**config.mk**
```make
export PLATFORM = sky130hd
export DESIGN_NAME = uart_frame_receiver
export DESIGN_NICKNAME = d
export VERILOG_FILES = /design/src/rtl/uart_frame_receiver.sv
export SDC_FILE = /design/constraint.sdc
export NUM_CORES = 1
export LEC_CHECK = 0
export BUFFER_PORTS_ARGS = -buffer_cell sky130_fd_sc_hd__buf_4
export CORE_ASPECT_RATIO = 0.6
export CORE_MARGIN = 8
export CORE_UTILIZATION = 50
export DETAILED_ROUTE_END_ITERATION = 12
export GPL_TIMING_DRIVEN = 0
export PLACE_DENSITY = 0.67
export SYNTH_ARGS = -nofsm -noshare
export SYNTH_HDL_FRONTEND = slang
export SYNTH_SLANG_ARGS = --single-unit
```
**constraint.sdc**
```tcl
create_clock -name Clock -period 3.3 [get_ports Clock]
set_clock_uncertainty 0.2 [all_clocks]
set_input_delay 0.495 -clock Clock [delete_from_list [all_inputs] [get_ports Clock]]
set_output_delay 0.495 -clock Clock [all_outputs]
set_load 0.02 [all_outputs]
```
**src/rtl/uart_frame_receiver.sv**
```systemverilog
// Frame-level receiver behind a UART byte receiver: SYNC / LEN / payload / checksum,
// buffers the payload and releases it on a valid/ready stream once the checksum verifies.
module uart_frame_receiver #(
  parameter logic [7:0]  SYNC_BYTE     = 8'hA5,
  parameter int unsigned MAX_LEN       = 16,
  parameter int unsigned TIMEOUT_TICKS = 10000
) (
  input  logic       Clock,
  input  logic       Reset,
  input  logic       RxDone_i,
  input  logic [7:0] RxData_i,
  output logic       Valid_o,
  output logic [7:0] Data_o,
  output logic       Last_o,
  input  logic       Ready_i,
  output logic       FrameOk_o,
  output logic       Error_o,
  output logic [2:0] ErrorCode_o,
  output logic       Busy_o
);

  localparam int unsigned IDX_W = (MAX_LEN > 1) ? $clog2(MAX_LEN) : 1;
  localparam int unsigned TMO_W = (TIMEOUT_TICKS > 1) ? $clog2(TIMEOUT_TICKS) : 1;
  localparam logic [TMO_W-1:0] TMO_LAST = TMO_W'(TIMEOUT_TICKS - 1);

  typedef enum logic [2:0] {IDLE, LENGTH, PAYLOAD, CHECKSUM, DRAIN} state_t;
  typedef enum logic [2:0] {
    ERR_NONE         = 3'd0,
    ERR_BAD_LEN      = 3'd1,
    ERR_BAD_CHECKSUM = 3'd2,
    ERR_TIMEOUT      = 3'd3,
    ERR_OVERRUN      = 3'd4
  } err_t;

  state_t           state, next_state;
  err_t             err_code, err_q;
  logic             err_set, ok_set;
  logic [7:0]       len_q, sum_q;
  logic [IDX_W-1:0] wr_idx, rd_idx, rd_next;
  logic [TMO_W-1:0] tmo_cnt;
  logic [7:0]       mem [MAX_LEN];
  logic             active, timed_out, xfer;

  assign active      = (state == LENGTH) || (state == PAYLOAD) || (state == CHECKSUM);
  assign timed_out   = active && !RxDone_i && (tmo_cnt == TMO_LAST);
  assign xfer        = Valid_o && Ready_i;
  assign rd_next     = rd_idx + 1'b1;
  assign ErrorCode_o = err_q;

  always_ff @(posedge Clock) begin
    if (Reset) state <= IDLE;
    else       state <= next_state;
  end

  always_comb begin
    next_state = state;
    err_set    = 1'b0;
    err_code   = ERR_NONE;
    ok_set     = 1'b0;
    case (state)
      IDLE: if (RxDone_i && RxData_i == SYNC_BYTE) next_state = LENGTH;
      LENGTH: begin
        if (RxDone_i) begin
          if (RxData_i > 8'(MAX_LEN)) begin
            err_set    = 1'b1;
            err_code   = ERR_BAD_LEN;
            next_state = IDLE;
          end else if (RxData_i == 8'd0) begin
            next_state = CHECKSUM;
          end else begin
            next_state = PAYLOAD;
          end
        end
      end
      PAYLOAD: if (RxDone_i && 8'(wr_idx) == len_q - 8'd1) next_state = CHECKSUM;
      CHECKSUM: begin
        if (RxDone_i) begin
          if (RxData_i == sum_q) begin
            ok_set     = 1'b1;
            next_state = (len_q == 8'd0) ? IDLE : DRAIN;
          end else begin
            err_set    = 1'b1;
            err_code   = ERR_BAD_CHECKSUM;
            next_state = IDLE;
          end
        end
      end
      DRAIN: begin
        // bytes arriving while draining are dropped and flagged; draining is unaffected
        if (RxDone_i) begin
          err_set  = 1'b1;
          err_code = ERR_OVERRUN;
        end
        if (xfer && Last_o) next_state = IDLE;
      end
      default: next_state = IDLE;
    endcase
    // timed_out already excludes a byte on the expiry cycle, so the byte wins
    if (timed_out) begin
      err_set    = 1'b1;
      err_code   = ERR_TIMEOUT;
      next_state = IDLE;
    end
  end

  always_ff @(posedge Clock) begin
    if (state == PAYLOAD && RxDone_i) mem[wr_idx] <= RxData_i;
  end

  always_ff @(posedge Clock) begin
    if (Reset) begin
      len_q     <= '0;
      sum_q     <= '0;
      wr_idx    <= '0;
      rd_idx    <= '0;
      tmo_cnt   <= '0;
      Valid_o   <= 1'b0;
      Data_o    <= '0;
      Last_o    <= 1'b0;
      FrameOk_o <= 1'b0;
      Error_o   <= 1'b0;
      err_q     <= ERR_NONE;
      Busy_o    <= 1'b0;
    end else begin
      FrameOk_o <= ok_set;
      Error_o   <= err_set;
      if (err_set) err_q <= err_code;
      Busy_o    <= (next_state != IDLE);
      tmo_cnt   <= (RxDone_i || !active) ? '0 : tmo_cnt + 1'b1;

      if (RxDone_i && state == LENGTH) begin
        len_q  <= RxData_i;
        sum_q  <= RxData_i;
        wr_idx <= '0;
      end
      if (RxDone_i && state == PAYLOAD) begin
        sum_q  <= sum_q + RxData_i;
        wr_idx <= wr_idx + 1'b1;
      end

      // Data_o/Last_o are preloaded from the buffer so the stream outputs stay registered
      if (state == CHECKSUM && next_state == DRAIN) begin
        Valid_o <= 1'b1;
        Data_o  <= mem[0];
        Last_o  <= (len_q == 8'd1);
        rd_idx  <= '0;
      end else if (xfer) begin
        if (Last_o) begin
          Valid_o <= 1'b0;
          Last_o  <= 1'b0;
        end else begin
          Data_o  <= mem[rd_next];
          Last_o  <= (8'(rd_next) == len_q - 8'd1);
          rd_idx  <= rd_next;
        end
      end
    end
  end

endmodule

```
# Word-level counts from Yosys, hierarchy flattened
# Memories as Yosys holds them, arrays and structs flattened.
# Cells that the tools add are included.
dict set report totals {
  reg_bits 57
  ramBits 128
  input_bits 12
  out_inout_bits 16
  wordCells 103
  mem_count 1
}
# name words width rd rd_clocked_by_memory_dff wr line
set mem_list {}
lappend mem_list {mem 16 8 2 0 1 41} ;# logic [7:0] mem [MAX_LEN];
dict set report classes {
  n_addsub 5
  order_cmp 1
  n_eq_ne 12
  mux 41
  bitwise 3
  reduce_logical 27
}
# cell count
set op_table {}
lappend op_table {{$mux W8} 5}
lappend op_table {{$mux W3} 10}
lappend op_table {{$mux W1} 18}
lappend op_table {{$eq A4 B8 Y1} 2}
lappend op_table {{$logic_not A8 Y1} 2}
lappend op_table {{$pmux W3 S5} 1}
lappend op_table {{$add A14 B1 Y14 const B} 1}
lappend op_table {{$eq A14 B14 Y1 const B} 1}
lappend op_table {{$logic_and A1 B1 Y1} 9}
lappend op_table {{$pmux W3 S3} 1}
lappend op_table {{$add A4 B1 Y4 const B} 2}
lappend op_table {{$add A8 B8 Y8} 1}
lappend op_table {{$eq A8 B1 Y1 const B} 1}
lappend op_table {{$eq A8 B8 Y1} 1}
lappend op_table {{$eq A8 B8 Y1 const B} 1}
lappend op_table {{$gt A8 B5 Y1 const B} 1}
lappend op_table {{$mux W4} 2}
lappend op_table {{$sub A8 B1 Y8 const B} 1}
lappend op_table {{$eq A3 B2 Y1 const B} 2}
lappend op_table {{$eq A3 B3 Y1 const B} 2}
lappend op_table {{$mux W2} 3}
lappend op_table {{$reduce_and A2 Y1} 3}
lappend op_table {{$reduce_bool A2 Y1} 3}
lappend op_table {{$reduce_or A2 Y1} 2}
lappend op_table {{other kinds (9)} 14}

# Longest topological paths before layout
# Gate-level depths: netlist of the first run.
dict set report logic_depth {
  depth_word 10
  ltp_mapped 9
}

# Least setup slack after synthesis of the first run
# OpenSTA, ideal clock, no wires.
dict set report synth_path {
  path_kind {reg-to-reg}
  from {register state[2]}
  to {memory mem[0][0] (enable)}
  t_arrival_ns 1.915
  setup_slack_ns 0.801
  path_stages_with_launch 7
  path_cell_list {dfxtp_1 -> clkbuf_1 -> nand2b_1 -> nor2_1 -> clkbuf_1 -> nand2_1 -> nor3_1}
}
dict set report synth_via {
  elab_chain_len 4
}
# item line
set synth_rtl {}
lappend synth_rtl {{start: declaration} 35} ;# state_t state, next_state;
lappend synth_rtl {{start signal: assignment} 52} ;# else state <= next_state;
lappend synth_rtl {{$eq A3 B2 Y1} 107} ;# if (state == PAYLOAD && RxDone_i) mem[wr_idx] <= RxData_i;
lappend synth_rtl {{$logic_and A1 B1 Y1} 107}
lappend synth_rtl {{$mux W1} 107}
lappend synth_rtl {{$mux W1 (not written as such)} 107}
lappend synth_rtl {{end: declaration} 41}
# No other way between the ends.

# Worst setup path in the final report of the first run
dict set report layout_path {
  from {register state[2]}
  to {memory mem[4][2] (enable)}
}
# The elaborated chain is that of the path after synthesis.

==> impl_metrics.json, run 1 <==
{
  "grt_remaining_overflow": 0,
  "worst_slack_ns": -0.0170,
  "drive_above_1_share_pct": 18.9,
  "cp-end-kind": "register",
  "maxClockFrequency_mhz": 301,
  "worst_hold_startpoint": "Ready_i",
  "crit_path_max_fanout": 10,
  "effective_utilization_at_floorplan_pct": 51.5,
  "clk_root_buffer_cell": "sky130_fd_sc_hd__clkbuf_16",
  "setup_viol": 24,
  "cp_slowest_cell": "sky130_fd_sc_hd__nor2_1",
  "dpl_cell_area_um2": 8440,
  "worstPathArrival_ns": 3.17,
  "violations": "negative setup slack",
  "post_synthesis_cell_count": 591,
  "finalNetCount": 666,
  "tritoncts_clock_tree": "yes",
  "grt_start_max_net_pins": 26,
  "hold_ws_ns": 0.178,
  "hold_viol_final": 0,
  "remaining_drc_errors": 0,
  "max-slew-margin-rel_pct": 41.5,
  "fp.dieW_um": 179,
  "core-area_um2": 15500,
  "r2r_setup_slack_ns": -0.02,
  "io_pins": 28,
  "clock_sinks": 185,
  "synthesis_to_finish_area_growth_pct": 13.9,
  "cell_area_after_synthesis_um2": 7980,
  "cts_setup_buffers": 0,
  "grt_first_pass_wirelength_mm": 28.4,
  "timing_worst_setup_path_type": "register to register",
  "hold_path.class": "input pin to register",
  "design.die.area_um2": 20400,
  "pwr_density_cell_nw_per_um2": 511,
  "critical_path.reg2reg.startpoint": "state[2]$_SDFF_PP0_",
  "synth-edff-count": 128,
  "final.min_clock_period_ns": 3.32,
  "setup.worst_path.start": "state[2]$_SDFF_PP0_",
  "post_drt_wl_per_cell_um": 21.5,
  "mappedNetlistNets": 620,
  "synth-warning-count": 0,
  "detailedPlacementHpwl_mm": 12.7,
  "post_synthesis_async_set_or_reset_flop_share_pct": 0,
  "gp_congestion": 0.838,
  "io_buffers": 27,
  "final_cell_area_um2": 9100,
  "ys_seq_area_share_pct": 62.4,
  "regToRegEndpoint": "mem[4][2]$_DFFE_PP_",
  "htree_levels": 4,
  "cts_hold_buffers": 0,
  "fin_tns_setup_ns": -0.201,
  "worst-path-stages": 6,
  "ys.flop_type": "sky130_fd_sc_hd__edfxtp_1",
  "unrepaired_setup_endpoints_after_global_routing": "true",
  "final.period_utilization_pct": 101,
  "number_of_synthesized_register_bits": 185,
  "avgViaCountPerCell": 5.90,
  "timing.critical_path.cells": "clkbuf_1 -> nand2b_1 -> nor2_1 -> clkbuf_1 -> nand2_1 -> nor2_1",
  "cts-buffers-inserted": 17,
  "cp_num_buf_inv": 2,
  "max_cap_violations": 0,
  "fp-row-count": 35,
  "number_of_global_route_vias_before_repair": 5083,
  "p_leak_nw": 3.06,
  "clk_path_buf_depth": 2,
  "outcome": "complete, but fails checks",
  "clock_latency_ns": 0.43,
  "count_of_final_max_slew_check_failures": 0,
  "setup.worst_path.start_class": "register",
  "critical_path.max_stage_delay_ns": 0.71,
  "worstRegToRegCells": 6,
  "worst_setup_hold_path_clk_slew_ns": 0.07,
  "drtAntennaViolNets": 0,
  "antenna_cells_inserted": 0,
  "worst-slew-pin-transition_ns": 0.872,
  "drt-total-wl_mm": 18.4,
  "detail_route.first_pass.iterations": 6,
  "min_path_cells": 4,
  "yosys.cell_types.count": 59,
  "cpLargestDelayFamily": "simple AND/OR/NAND/NOR gates",
  "num_vias": 5030,
  "worst_ep_required_time_ns": 3.15,
  "floorplan.die.height_um": 114,
  "timing.critical_path.to": "mem[4][2]$_DFFE_PP_",
  "finalCoreUtilization_pct": 58.7,
  "synth.avg_cell_area_um2": 13.5,
  "initialDrtViolationCount": 407,
  "grt_antenna_before_repair": 0,
  "worst_ir_drop_vdd_mv": 0.341,
  "globalRouteTotalUtil_pct": 18.8
}
==> metal layers <==
layer  vias to the layer above  part of all wire, %  global-route usage (%)
li1                       2304                    -                       -
met1                      2543                   48                    26.8
met2                       169                   44                    27.7
met3                        14                  7.4                    4.88
met4                         0                 0.84                    5.64
met5                         -                    0                       0
==> registers in the layout, summed over array words and instances, names as in the netlist <==
name,flops
Busy_o,1
mem,128
Error_o,1
tmo_cnt,14
Data_o,8
sum_q,8
ErrorCode_o,3
Valid_o,1
Last_o,1
len_q,8
rd_idx,4
wr_idx,4
FrameOk_o,1
state,3
==> cell usage in the layout, fill, tap and decap left out, types with 15 or more instances in the layout <==
master and count:
sky130_fd_sc_hd__mux2i_1 17, sky130_fd_sc_hd__nor2_1 71, sky130_fd_sc_hd__clkbuf_16 17, sky130_fd_sc_hd__nand2_1 49, sky130_fd_sc_hd__mux4_2 32, sky130_fd_sc_hd__ha_1 16
sky130_fd_sc_hd__edfxtp_1 128, sky130_fd_sc_hd__nor3_1 21, sky130_fd_sc_hd__buf_4 29, sky130_fd_sc_hd__a21oi_1 19, sky130_fd_sc_hd__dfxtp_1 57, sky130_fd_sc_hd__xnor2_1 15
==> metrics by stage <==
stage | cells | total power, W | setup slack, ns
floorplan | 591 | 0.00255 | 0.801
global placement | 821 | 0.00260 | -0.269
detailed placement | 821 | 0.00261 | -0.351
CTS | 853 | 0.00467 | 0.0239
global route | 853 | 0.00477 | -0.160
finish | 853 | 0.00465 | -0.0170
==> worst min path at each step <==
stage | to
after floorplan | tmo_cnt[0]$_SDFF_PP0_
after global placement | tmo_cnt[0]$_SDFF_PP0_
after detailed placement | len_q[7]$_SDFFE_PP0P_
after CTS | Valid_o$_SDFFE_PP0P_
after global routing | Valid_o$_SDFFE_PP0P_
final | Valid_o$_SDFFE_PP0P_
==> area by class of cell <==
class / instances / area, µm²
fillers: 1229 / 6410
flip-flops and latches: 185 / 4980
multi-input cells: 367 / 2870
clock buffers: 17 / 425
well taps: 203 / 254
repair buffers: 27 / 203
clock inverters: 15 / 188
plain buffers: 25 / 123
inverters: 14 / 52.6
==> synthesized netlist by cell type, types with 3 or more instances <==
library cell	n	area share, %
sky130_fd_sc_hd__clkbuf_1	13	0.61
sky130_fd_sc_hd__a21oi_1	19	1.2
sky130_fd_sc_hd__a211oi_1	3	0.28
sky130_fd_sc_hd__dfxtp_1	57	14
sky130_fd_sc_hd__nand4_1	5	0.39
sky130_fd_sc_hd__nand3_1	14	0.88
sky130_fd_sc_hd__edfxtp_1	128	48
sky130_fd_sc_hd__xor2_1	14	1.5
sky130_fd_sc_hd__inv_1	14	0.66
sky130_fd_sc_hd__and3_1	4	0.31
sky130_fd_sc_hd__a31oi_1	5	0.39
sky130_fd_sc_hd__buf_2	5	0.31
sky130_fd_sc_hd__xnor2_1	15	1.6
sky130_fd_sc_hd__nor3_1	25	1.6
sky130_fd_sc_hd__mux4_2	32	9.0
sky130_fd_sc_hd__o21ai_0	7	0.44
sky130_fd_sc_hd__nor2_1	76	3.6
sky130_fd_sc_hd__ha_1	16	2.5
sky130_fd_sc_hd__nand2b_1	9	0.71
sky130_fd_sc_hd__buf_1	3	0.14
sky130_fd_sc_hd__or3_1	6	0.47
sky130_fd_sc_hd__nand2_1	49	2.3
sky130_fd_sc_hd__mux2i_1	17	2.1
sky130_fd_sc_hd__o221ai_1	8	0.88
==> logic make-up (layout without fill, tap and decap cells) <==
group / after synthesis / in the layout / synth area share, %
xor gates and xnor gates: 30 / 30 / 3.39
DFF: 185 / 185 / 62.4
muxes: 50 / 50 / 11.3
and+or+nand+nor: 209 / 209 / 12.5
buffers and inverters: 39 / 98 / 2.19
adders and majority gates: 17 / 17 / 2.76
AOI/OAI and AO/OA: 61 / 61 / 5.44
==> worst min-delay path, cell delays in order <==
cell and delay, ns:
sky130_fd_sc_hd__buf_4 0.09, sky130_fd_sc_hd__nand2_1 0.05, sky130_fd_sc_hd__nand2_1 0.06, sky130_fd_sc_hd__a21oi_1 0.05
==> where the power goes <==
| group | internal (W) | total (W) | switching (W) |
|---|---|---|---|
| registers | 0.00247 | 0.00247 | 0.000000140 |
| clock network | 0.00110 | 0.00209 | 0.000990 |
| logic | 0.0000192 | 0.0000834 | 0.0000642 |
==> repair_timing <==
item                                    CTS  global route
endpoints found under the setup margin   24            96
endpoints found under the hold margin     0             0
gates resized for setup                   3             7
Note: power is estimated with default switching activity, not from simulation.
==> run 2: changes to the inputs <==
--- a/config.mk
+++ b/config.mk
@@ -12,6 +12,7 @@
 export DETAILED_ROUTE_END_ITERATION = 12
 export GPL_TIMING_DRIVEN = 0
 export PLACE_DENSITY = 0.67
+export REMOVE_ABC_BUFFERS = 1
 export SYNTH_ARGS = -nofsm -noshare
 export SYNTH_HDL_FRONTEND = slang
 export SYNTH_SLANG_ARGS = --single-unit
==> constraint.sdc (replaced) <==
create_clock -name Clock -period 4.25 [get_ports Clock]
set_clock_uncertainty 0.2 [all_clocks]
set_input_delay 0.6375 -clock Clock [delete_from_list [all_inputs] [get_ports Clock]]
set_output_delay 0.6375 -clock Clock [all_outputs]
set_load 0.02 [all_outputs]
==> run 2 against run 1 <==
The run now ends clean. Die area is the same. Clock-buffer cell count rose by 1. Largest power group unchanged. Power decreased by 24%.
==> impl_metrics.json, run 2 (synthesized netlist as in run 1, its figures left out) <==
{
  "power.sequential.fraction_pct": 54.5,
  "design.die.area_um2": 20400,
  "hold_viol_final": 0,
  "worst-slew-pin-transition_ns": 1.36,
  "maxClockFrequency_mhz": 273,
  "avgViaCountPerCell": 6.04,
  "instances_no_fill": 829,
  "worst_ir_drop_vdd_mv": 0.281,
  "globalRouteTotalUtil_pct": 18.6,
  "fp-row-count": 35,
  "final_cell_area_um2": 8920,
  "setup.worst_path.start": "state[1]$_SDFF_PP0_",
  "gp_congestion": 0.779,
  "initialDrtViolationCount": 470,
  "final.min_clock_period_ns": 3.66,
  "crit_path_max_fanout": 15,
  "grt_remaining_overflow": 0,
  "clk_root_buffer_cell": "sky130_fd_sc_hd__clkbuf_16",
  "post-place-cells": 797,
  "r2r_setup_slack_ns": 0.59,
  "post_drt_wl_per_cell_um": 22.2,
  "net_sw_power_w": 0.000801,
  "number_of_global_route_vias_before_repair": 4803,
  "power_report.internal_total_w": 0.00272,
  "worst_ep_required_time_ns": 4.08,
  "grt_first_pass_wirelength_mm": 28.2,
  "worst_setup_hold_path_clk_slew_ns": 0.08,
  "cp-end-kind": "register",
  "drt-total-wl_mm": 18.4,
  "core-area_um2": 15500,
  "io_buffers": 27,
  "timing.critical_path.cells": "nand2b_1 -> nor2_1 -> nand2_1 -> nor3_1",
  "drive_above_1_share_pct": 17.3,
  "remaining_drc_errors": 0,
  "count_of_final_max_slew_check_failures": 0,
  "grt_start_max_net_pins": 43,
  "detail_route.first_pass.iterations": 7,
  "grt_antenna_before_repair": 0,
  "floorplan.die.height_um": 114,
  "regToRegEndpoint": "mem[3][6]$_DFFE_PP_",
  "p_sw_share_pct": 22.7,
  "max-slew-margin-rel_pct": 8.92,
  "layout.cells.most_common": "sky130_fd_sc_hd__edfxtp_1",
  "effective_utilization_at_floorplan_pct": 51.5,
  "clock_sinks": 185,
  "cts-buffers-inserted": 17,
  "finalNetCount": 642,
  "max_cap_violations": 0,
  "clock_latency_ns": 0.43,
  "fin_tns_setup_ns": 0,
  "worst-path-stages": 4,
  "drtAntennaViolNets": 0,
  "worstPathArrival_ns": 3.49,
  "io_pins": 28,
  "grtUsageMet1_pct": 28.8,
  "tritoncts_clock_tree": "yes",
  "setup_viol": 0,
  "largest_register_ff_count": 128,
  "final.period_utilization_pct": 86.2,
  "most-common-layout-cells": "sky130_fd_sc_hd__edfxtp_1 (128), sky130_fd_sc_hd__nor2_1 (76), sky130_fd_sc_hd__dfxtp_1 (56)",
  "cp_num_buf_inv": 0,
  "hold_path.class": "register to register",
  "largest_register_by_flop_count": "mem",
  "global_route.usage.met3_pct": 5.25,
  "outcome": "finished clean",
  "critical_path.max_stage_delay_ns": 1.11,
  "clk_path_buf_depth": 2,
  "dpl_cell_area_um2": 8340,
  "fp.dieW_um": 179,
  "grt_most_used_layer": "met1",
  "antenna_cells_inserted": 0,
  "setup.worst_path.start_class": "register",
  "cts_setup_buffers": 0,
  "worst_hold_startpoint": "tmo_cnt[0]$_SDFF_PP0_",
  "post_cts_resized": 0,
  "num_vias": 5005,
  "detailedPlacementHpwl_mm": 12.2,
  "clockPowerShare_pct": 43.7,
  "critical_path.reg2reg.startpoint": "state[1]$_SDFF_PP0_",
  "hold_ws_ns": 0.260,
  "htree_levels": 4,
  "timing.critical_path.to": "mem[3][6]$_DFFE_PP_",
  "cpLargestDelayFamily": "simple AND/OR/NAND/NOR gates",
  "p_leak_nw": 2.96,
  "cp_slowest_cell": "sky130_fd_sc_hd__nor3_1",
  "unrepaired_setup_endpoints_after_global_routing": "false",
  "synthesis_to_finish_area_growth_pct": 11.8,
  "cts_hold_buffers": 0,
  "pwr_density_cell_nw_per_um2": 395,
  "biggestRegsByFlops": "mem: 128 flops, tmo_cnt: 14 flops",
  "pwr-share-comb_pct": 1.8,
  "grt_met2_use_pct": 25.2,
  "worstRegToRegCells": 4,
  "timing_worst_setup_path_type": "register to register"
}
## run 2: worst min path at each step
stage / end / depth (start not counted)
6_report: tmo_cnt[0]$_SDFF_PP0_ / 1
3_5_place_dp: tmo_cnt[0]$_SDFF_PP0_ / 1
2_1_floorplan: tmo_cnt[0]$_SDFF_PP0_ / 1
3_3_place_gp: tmo_cnt[0]$_SDFF_PP0_ / 1
4_1_cts: len_q[6]$_SDFFE_PP0P_ / 2
5_1_grt: tmo_cnt[0]$_SDFF_PP0_ / 1
## run 2: routing by layer
layer	share of wire [%]	routed length (µm)
met5	0	0
met2	42	7710
met1	49	8950
met3	8.9	1640
met4	0.65	119
## run 2: per-stage QoR
| step | utilization, % | setup slack, ns | power (W) |
|---|---|---|---|
| final | 57.5 | 0.589 | 0.00352 |
| after global routing | 57.5 | 0.472 | 0.00362 |
| after CTS | 57.5 | 0.644 | 0.00355 |
| after detailed placement | 53.8 | 0.403 | 0.00202 |
| after global placement | 53.6 | -0.759 | 0.00202 |
| after floorplan | - | 0.561 | 0.00198 |
## run 2: power groups by stage
stage	combinational (W)	clock [W]	sequential [W]
2_1_floorplan	0.0000139	0	0.00196
3_3_place_gp	0.0000579	0	0.00196
3_5_place_dp	0.0000613	0	0.00196
4_1_cts	0.0000615	0.00156	0.00192
5_1_grt	0.0000661	0.00163	0.00192
6_report	0.0000621	0.00154	0.00192
## run 2: worst reg2reg max path, stage by stage (launching register included)
cell                       delay, ns
sky130_fd_sc_hd__dfxtp_1        0.51
sky130_fd_sc_hd__nand2b_1       0.17
sky130_fd_sc_hd__nor2_1         0.86
sky130_fd_sc_hd__nand2_1        0.41
sky130_fd_sc_hd__nor3_1         1.11
## run 2: layout make-up
cell class	instances	area (µm²)
Multi-Input combinational cell	367	2830
Tap cell	203	254
Clock inverter	14	146
Clock buffer	18	429
Timing Repair Buffer	28	223
Inverter	14	52.6
Fill cell	1222	6580
Sequential cell	185	4990
==> run 3: changes to the inputs <==
==> constraint.sdc (replaced) <==
create_clock -name Clock -period 3.4 [get_ports Clock]
set_clock_uncertainty 0.2 [all_clocks]
set_input_delay 0.51 -clock Clock [delete_from_list [all_inputs] [get_ports Clock]]
set_output_delay 0.51 -clock Clock [all_outputs]
set_load 0.02 [all_outputs]
==> run 3 against run 2 <==
Critical path type unchanged. Global-route usage barely moved. Setup slack worse by 0.31 ns. Power up 25%. Clock-buffer cell count unchanged. Non-clock buffer count stayed put. Worst hold slack got worse by 0.070 ns. Critical endpoint is now Data_o[2]$_SDFFE_PP0P_.
==> impl_metrics.json, run 3 (synthesized netlist as in run 1, its figures left out) <==
{
  "cpLargestDelayFamily": "XOR/XNOR gates",
  "clk_root_buffer_cell": "sky130_fd_sc_hd__clkbuf_16",
  "fp.dieW_um": 179,
  "worstPathArrival_ns": 3.26,
  "pwr-share-comb_pct": 1.8,
  "drt-total-wl_mm": 18.4,
  "synthesis_to_finish_area_growth_pct": 12.1,
  "max-slew-margin-rel_pct": 10.5,
  "clockPowerShare_pct": 43.7,
  "timing.critical_path.cells": "nand3_4 -> xor2_2 -> mux2i_1 -> o221ai_1 -> nor2_1 -> nor3_1",
  "drive_above_1_share_pct": 17.9,
  "final.min_clock_period_ns": 3.12,
  "clk_path_buf_depth": 2,
  "floorplan.die.height_um": 114,
  "antenna_cells_inserted": 0,
  "core-area_um2": 15500,
  "instances_no_fill": 829,
  "outcome": "finished clean",
  "power.sequential.fraction_pct": 54.5,
  "cp-end-kind": "register",
  "worst_ep_required_time_ns": 3.54,
  "detail_route.first_pass.iterations": 4,
  "final.period_utilization_pct": 91.8,
  "cts-buffers-inserted": 17,
  "maxClockFrequency_mhz": 320,
  "count_of_final_max_slew_check_failures": 0,
  "biggestRegsByFlops": "mem: 128 flops, tmo_cnt: 14 flops",
  "finalNetCount": 642,
  "io_buffers": 27,
  "setup.worst_path.start_class": "register",
  "worst_setup_hold_path_clk_slew_ns": 0.08,
  "largest_register_ff_count": 128,
  "sequential_cell_area_in_the_final_layout_um2": 4990,
  "unrepaired_setup_endpoints_after_global_routing": "false",
  "initialDrtViolationCount": 514,
  "max_cap_violations": 0,
  "hold_path.class": "input pin to register",
  "post_drt_wl_per_cell_um": 22.1,
  "finalCoreUtilization_pct": 57.7,
  "total_area_of_multi_input_combinational_cells_um2": 2860,
  "cts_setup_buffers": 0,
  "layout.cells.most_common": "sky130_fd_sc_hd__edfxtp_1",
  "post-place-cells": 797,
  "p_leak_nw": 2.98,
  "grt_antenna_before_repair": 0,
  "effective_utilization_at_floorplan_pct": 51.5,
  "cp_slowest_cell": "sky130_fd_sc_hd__xor2_2",
  "setup_viol": 0,
  "worst-slew-pin-transition_ns": 1.34,
  "n_fill_cell": 1225,
  "fin_tns_setup_ns": 0,
  "hold_viol_final": 0,
  "power_report.internal_total_w": 0.00340,
  "p_sw_share_pct": 22.7,
  "post_cts_resized": 4,
  "remaining_drc_errors": 0,
  "pwr_density_cell_nw_per_um2": 492,
  "io_pins": 28,
  "largest_register_by_flop_count": "mem",
  "critical_path.max_stage_delay_ns": 1.06,
  "fp-row-count": 35,
  "tritoncts_clock_tree": "yes",
  "drtAntennaViolNets": 0,
  "detailedPlacementHpwl_mm": 12.2,
  "timing_worst_setup_path_type": "register to register",
  "globalRouteTotalUtil_pct": 18.6,
  "net_sw_power_w": 0.00100,
  "clock_latency_ns": 0.42,
  "worst_ir_drop_vdd_mv": 0.351,
  "cp_num_buf_inv": 0,
  "grt_first_pass_wirelength_mm": 28.2,
  "num_vias": 5015,
  "design.die.area_um2": 20400,
  "clock_sinks": 185,
  "avgViaCountPerCell": 6.05,
  "gp_congestion": 0.779,
  "most-common-layout-cells": "sky130_fd_sc_hd__edfxtp_1 (128), sky130_fd_sc_hd__nor2_1 (75), sky130_fd_sc_hd__dfxtp_1 (56)",
  "grt_start_max_net_pins": 43,
  "grt_remaining_overflow": 0,
  "htree_levels": 4,
  "cts_hold_buffers": 0,
  "crit_path_max_fanout": 19,
  "number_of_global_route_vias_before_repair": 4807
}
run 3: through the flow:
stage	setup slack (ns)	cell area (µm²)	total power (W)	hold slack, ns
2_1_floorplan	-0.289	7860	0.00247	0.230
3_3_place_gp	-1.61	8320	0.00252	0.239
3_5_place_dp	-0.320	8340	0.00253	0.250
4_1_cts	0.0467	8940	0.00443	0.176
5_1_grt	0.0520	8950	0.00453	0.182
6_report	0.278	8950	0.00440	0.191
run 3: path summary, 6_finish.rpt:
check | cells after the start | from | slack (ns) | to
setup / recovery | 6 | rd_idx[0]$_SDFFE_PP0P_ | 0.28 | Data_o[2]$_SDFFE_PP0P_
hold / removal | 4 | Ready_i | 0.19 | Valid_o$_SDFFE_PP0P_
setup reg to reg | 6 | rd_idx[0]$_SDFFE_PP0P_ | 0.28 | Data_o[2]$_SDFFE_PP0P_
hold reg to reg | 1 | tmo_cnt[0]$_SDFF_PP0_ | 0.26 | tmo_cnt[0]$_SDFF_PP0_
run 3: worst min-delay path: stages:
cell and delay (ns):
sky130_fd_sc_hd__buf_4 0.10, sky130_fd_sc_hd__nand2_1 0.05, sky130_fd_sc_hd__nand2_1 0.05, sky130_fd_sc_hd__a21oi_1 0.06
run 3: power groups by stage:
| stage | Combinational, W | Clock, W | Sequential [W] |
|---|---|---|---|
| after CTS | 0.0000769 | 0.00195 | 0.00240 |
| final | 0.0000777 | 0.00192 | 0.00240 |
| after floorplan | 0.0000173 | 0 | 0.00245 |
| after global routing | 0.0000828 | 0.00204 | 0.00240 |
| after detailed placement | 0.0000766 | 0 | 0.00245 |
| after global placement | 0.0000724 | 0 | 0.00245 |
run 3: cell type report:
type / count / share of cell area, %
Inverter: 14 / 0.587
Sequential cell: 185 / 55.7
Timing Repair Buffer: 28 / 2.49
Tap cell: 203 / 2.84
Clock buffer: 18 / 4.80
Clock inverter: 14 / 1.64
Multi-Input combinational cell: 367 / 31.9
run 3: metal layers:
| metal | vias up | part of all wire (%) | global-route usage (%) | wire [µm] |
|---|---|---|---|---|
| li1 | 2256 | - | - | - |
| met1 | 2543 | 49 | 28.9 | 8920 |
| met2 | 198 | 42 | 25.1 | 7710 |
| met3 | 18 | 8.6 | 5.25 | 1580 |
| met4 | 0 | 0.82 | 4.09 | 150 |
| met5 | - | 0 | 0 | 0 |
